$ cat src/rtl/al422_wr_ctrl.sv
// AL422 FIFO write-side controller.
// Waits for a start-of-frame byte, optionally syncs to the reader's frame
// start, pulses the AL422 write reset, then streams FRAME_BYTES bytes into
// the FIFO with one WE-low clock per accepted byte.
module al422_wr_ctrl #(
    parameter int FRAME_BYTES = 8192,
    parameter int WRST_CYCLES = 4,
    parameter bit SYNC_RD     = 1'b1
) (
    input  logic       in_clk,
    input  logic       in_nrst,
    input  logic [7:0] s_data,
    input  logic       s_valid,
    input  logic       s_sof,
    output logic       s_ready,
    input  logic       rd_frame_start,
    output logic       al422_wrst_out,
    output logic       al422_we_out,
    output logic [7:0] al422_data_out,
    output logic       frame_done,
    output logic       sof_err,
    output logic       busy
);

    localparam int CW = $clog2(FRAME_BYTES + 1);
    localparam int WW = (WRST_CYCLES > 1) ? $clog2(WRST_CYCLES) : 1;
    localparam logic [CW-1:0] LAST_IDX  = CW'(FRAME_BYTES - 1);
    localparam logic [WW-1:0] WRST_LAST = WW'(WRST_CYCLES - 1);

    typedef enum logic [1:0] {
        IDLE    = 2'd0,
        WAIT_RD = 2'd1,
        WRST    = 2'd2,
        WRITE   = 2'd3
    } state_t;

    // A new frame either waits for the reader or goes straight to reset.
    localparam state_t RESTART = SYNC_RD ? WAIT_RD : WRST;

    state_t        state_q, state_d;
    logic [CW-1:0] cnt_q, cnt_d;
    logic [WW-1:0] wcnt_q, wcnt_d;
    logic          wrst_q, wrst_d;
    logic          we_q, we_d;
    logic [7:0]    data_q, data_d;
    logic          done_q, done_d;
    logic          err_q, err_d;
    logic          busy_q, busy_d;
    logic          accept;
    logic          early_sof;

    // Next-state, handshake and registered-output next values.
    always_comb begin
        state_d   = state_q;
        cnt_d     = cnt_q;
        wcnt_d    = '0;
        s_ready   = 1'b0;
        accept    = 1'b0;
        early_sof = 1'b0;

        case (state_q)
            IDLE: begin
                // Non-SOF bytes are swallowed; the SOF byte is left for WRITE.
                s_ready = !(s_valid && s_sof);
                if (s_valid && s_sof) begin
                    state_d = RESTART;
                end
            end
            WAIT_RD: begin
                if (rd_frame_start) begin
                    state_d = WRST;
                end
            end
            WRST: begin
                if (wcnt_q == WRST_LAST) begin
                    state_d = WRITE;
                    cnt_d   = '0;
                end else begin
                    wcnt_d = wcnt_q + 1'b1;
                end
            end
            WRITE: begin
                // A SOF after the first byte aborts; the byte is kept for the
                // restarted frame.
                early_sof = s_valid && s_sof && (cnt_q != '0);
                s_ready   = !early_sof;
                if (early_sof) begin
                    state_d = RESTART;
                end else if (s_valid) begin
                    accept = 1'b1;
                    cnt_d  = cnt_q + 1'b1;
                    if (cnt_q == LAST_IDX) begin
                        state_d = IDLE;
                    end
                end
            end
            default: begin
                state_d = IDLE;
            end
        endcase

        if (!in_nrst) begin
            s_ready = 1'b0;
        end

        wrst_d = (state_d != WRST);
        we_d   = !accept;
        data_d = accept ? s_data : data_q;
        done_d = accept && (cnt_q == LAST_IDX);
        err_d  = early_sof;
        busy_d = (state_d != IDLE);
    end

    // State and output registers with synchronous active-low reset.
    always_ff @(posedge in_clk) begin
        if (!in_nrst) begin
            state_q <= IDLE;
            cnt_q   <= '0;
            wcnt_q  <= '0;
            wrst_q  <= 1'b1;
            we_q    <= 1'b1;
            data_q  <= 8'h00;
            done_q  <= 1'b0;
            err_q   <= 1'b0;
            busy_q  <= 1'b0;
        end else begin
            state_q <= state_d;
            cnt_q   <= cnt_d;
            wcnt_q  <= wcnt_d;
            wrst_q  <= wrst_d;
            we_q    <= we_d;
            data_q  <= data_d;
            done_q  <= done_d;
            err_q   <= err_d;
            busy_q  <= busy_d;
        end
    end

    assign al422_wrst_out = wrst_q;
    assign al422_we_out   = we_q;
    assign al422_data_out = data_q;
    assign frame_done     = done_q;
    assign sof_err        = err_q;
    assign busy           = busy_q;

endmodule

$ cat config.mk
export PLATFORM = sky130hd
export DESIGN_NAME = al422_wr_ctrl
export DESIGN_NICKNAME = d
export VERILOG_FILES = /design/src/rtl/al422_wr_ctrl.sv
export SDC_FILE = /design/constraint.sdc
export NUM_CORES = 1
export LEC_CHECK = 0
export CAP_MARGIN = 40
export CORE_AREA = 2 2 71 73
export CTS_BUF_LIST = sky130_fd_sc_hd__clkbuf_2 sky130_fd_sc_hd__clkbuf_4 sky130_fd_sc_hd__clkbuf_8
export DETAILED_ROUTE_END_ITERATION = 8
export DIE_AREA = 0 0 73 75
export DONT_BUFFER_PORTS = 1
export HOLD_SLACK_MARGIN = 0.15
export PLACE_DENSITY_LB_ADDON = 0.05
export SLEW_MARGIN = 25
export SYNTH_ARGS = -nofsm -noshare
export SYNTH_HDL_FRONTEND = slang
export SYNTH_SLANG_ARGS = --single-unit
$ cat constraint.sdc
create_clock -name in_clk -period 2 [get_ports in_clk]
set_input_delay 0.4 -clock in_clk [delete_from_list [all_inputs] [get_ports in_clk]]
set_output_delay 0.4 -clock in_clk [all_outputs]
set_load 0.05 [all_outputs]
==> impl_metrics.toml <==
[detailed_routing]
post_drt_via_cell_ratio = 5.32
ant_nets = 0
drc_errors = 0
drtIter0Drc = 30
dr.pass1.iters = 4
drt_wl_total_um = 3990
wl_per_cell_um = 14.6
vias = 1451

[grt]
grt_pass1_vias = 1416
grt_max_degree = 30
grt_overflow = 0
grt_first_pass_wirelength_um = 6610
grt_util_all_layers = 0.161
antenna_found_initial = 0

[layout]
area_growth_pct = 32.7
instances_no_fill = 273
final_nets = 238
n_antenna_cell = 0
final_common_cell = "buf_4"
final_cell_mix = "32 x buf_4, 28 x nand2_1, 27 x dfxtp_1, 15 x nand3_1, 13 x o21ai_0"
drive_above_1_share = 0.297

[job]
drv_cap = 0

[floorplan]
die_h_um = 75
fp-row-count = 25
fp.dieArea_um2 = 5480
ios = 27
coreArea_um2 = 4660
fp.dieW_um = 73
initial_core_util = 0.338

[synthesis]
synth_nets = 205
netlist_area_um2 = 1580
synth.top_cell.area_share = 0.394
synth.distinct_cells = 45
syn_inst = 185
syn_avg_cell_area_um2 = 8.51
yosysWarnings = 0
synth-seq-area-share = 0.394
synthTopCellsByArea = "dfxtp_1 39%, nand2_1 6.7%, ha_1 5.6%, nand3_1 5.1%, o21ai_0 4.1%"
synth_top_area_cell = "dfxtp_1"
ys_seq_elements = 31

[worst_setup_path]
ff2ff_setup_slack_ps = 0
crit_type = "flop to primary output"
critPathLaunchType = "flop"
end_kind = "primary output"
cp_max_fo = 5
cp.arrival_ps = 1750
cp.required_ps = 1600

[cts]
clock_latency_ps = 290
cts_tree = "yes"
holdBufCountCts = 0
clock_path_buffers = 2
cts.sinks = 31
clk_pin_slew_ps = 70
h-tree-depth = 2
cts-root-buf = "clkbuf_8"
cts_buffers = 5

[status]
violations = "setup timing"
status = "complete, but fails checks"

[power_and_ir_drop]
p_seq_frac = 0.457
p_int_uw = 1080
clock_power_share = 0.437
p_sw_uw = 351
p_leak_uw = 0.000815
p_per_area_nw_per_um2 = 683
swShare = 0.246
pwr-share-comb = 0.106
ir_worst_vdd_mv = 0.365

[placement]
place_hpwl_um = 3000
io_buffers = 0
gp_congestion = 0.796
placed_cells = 261

[sta]
worstMarginPinSlew_ps = 530
rsz0062_at_grt = "true"
finalSetupViolCount = 2
tns_ps = -152
final_hold_viol_count = 0
fmax_ghz = 0.466
maxSlewViolCount = 0
min_period_over_period = 1.07
final.setup.worst_slack_ps = -148
finClkSkew_ps = 3.07
slew_headroom = 0.646
finalCriticalPeriod_ps = 2150

[min_path]
worstHoldPathType = "primary input to flop"
[synth_stat cells, drive strengths merged]
| master | instances |
|---|---|
| o22ai | 1 |
| inv | 6 |
| a2111oi | 1 |
| nand4 | 7 |
| clkbuf | 5 |
| nor3 | 1 |
| mux2i | 2 |
| and4bb | 1 |
| o21ai | 14 |
| or4b | 1 |
| nor4b | 1 |
| and3 | 3 |
| a21boi | 2 |
| a31oi | 1 |
| or2 | 3 |
| nand2b | 1 |
| nor2b | 4 |
| and4 | 2 |
| and2 | 1 |
| or4 | 4 |
| o221a | 1 |
| o2bb2ai | 1 |
| a211o | 1 |
| dfxtp | 31 |
| nor2 | 10 |
| ha | 7 |
| buf | 2 |
| xor2 | 4 |
| or3 | 3 |
| o21a | 2 |
| a21oi | 5 |
| nand3 | 16 |
| nor4 | 2 |
| o32ai | 1 |
| and3b | 1 |
| o2bb2a | 1 |
| o211ai | 5 |
| nand2 | 28 |
| o2111ai | 1 |
| nor3b | 2 |
[stage by stage]
step	worst slack (ps)	cell area, µm²	hold WS (ps)	util	power [µW]
finish	-148	2090	208	0.449	1430
global placement	-34.0	1870	414	0.402	808
floorplan	-10.3	1610	396	-	759
detailed placement	-82.6	1870	417	0.402	811
CTS	-177	2050	190	0.441	1440
global route	-255	2090	211	0.449	1490
[per-layer routing]
layer / track usage / wire [µm] / vias up
li1: - / - / 736
met1: 0.197 / 1820 / 684
met2: 0.260 / 1900 / 26
met3: 0.0495 / 214 / 5
met4: 0.0700 / 59 / 0
met5: 0 / 0 / -
[power groups by stage]
stage / clock network (µW) / logic (µW) / registers [µW]
after floorplan: 0 / 91.4 / 667
after global placement: 0 / 140 / 668
after detailed placement: 0 / 143 / 668
after CTS: 638 / 146 / 653
after global routing: 673 / 165 / 654
final: 625 / 151 / 653
[final timing paths]
check | start | to | cells after the start
worst max-delay path | state_q[1] | s_ready | 8
worst min-delay path | in_nrst | al422_we_out | 1
worst max register to register | cnt_q[1] | busy | 8
worst min register to register | wcnt_q[0] | wcnt_q[0] | 1
[cell type report]
type / count / area (µm²)
Sequential cell: 31 / 628
Inverter: 6 / 22.5
Clock buffer: 5 / 68.8
Timing Repair Buffer: 33 / 260
Clock inverter: 3 / 43.8
Multi-Input combinational cell: 141 / 1000
Tap cell: 54 / 67.6
Fill cell: 473 / 2570
[sequential cells by signal, indices dropped and copies added, names as in the netlist]
signal          flops
busy                1
state_q             2
sof_err             1
frame_done          1
cnt_q              14
al422_we_out        1
wcnt_q              2
al422_wrst_out      1
al422_data_out      8
[repair_timing]
item,CTS,global route
buffers inserted,3,1
gates resized for setup,12,6
endpoints found under the setup margin,6,14
pin swaps,5,6
[logic make-up (layout without fill, tap and decap cells)]
group,count (synthesis),in the layout,share of synthesized area
fa+ha+maj,7,7,0.0556
xor+xnor,4,4,0.0222
mux,2,2,0.0127
compound gates,37,37,0.164
simple gates,91,91,0.317
flops,31,31,0.394
buf+inv,13,47,0.0342
[critical path, cell delays in order (launching register included)]
cell      delay (ps)
dfxtp_4          360
inv_1             70
buf_4            110
ha_2             170
buf_4            120
nand2_1           80
a21boi_4         160
nor3b_4          230
buf_12           160
Note: power is estimated with default switching activity, not from simulation.
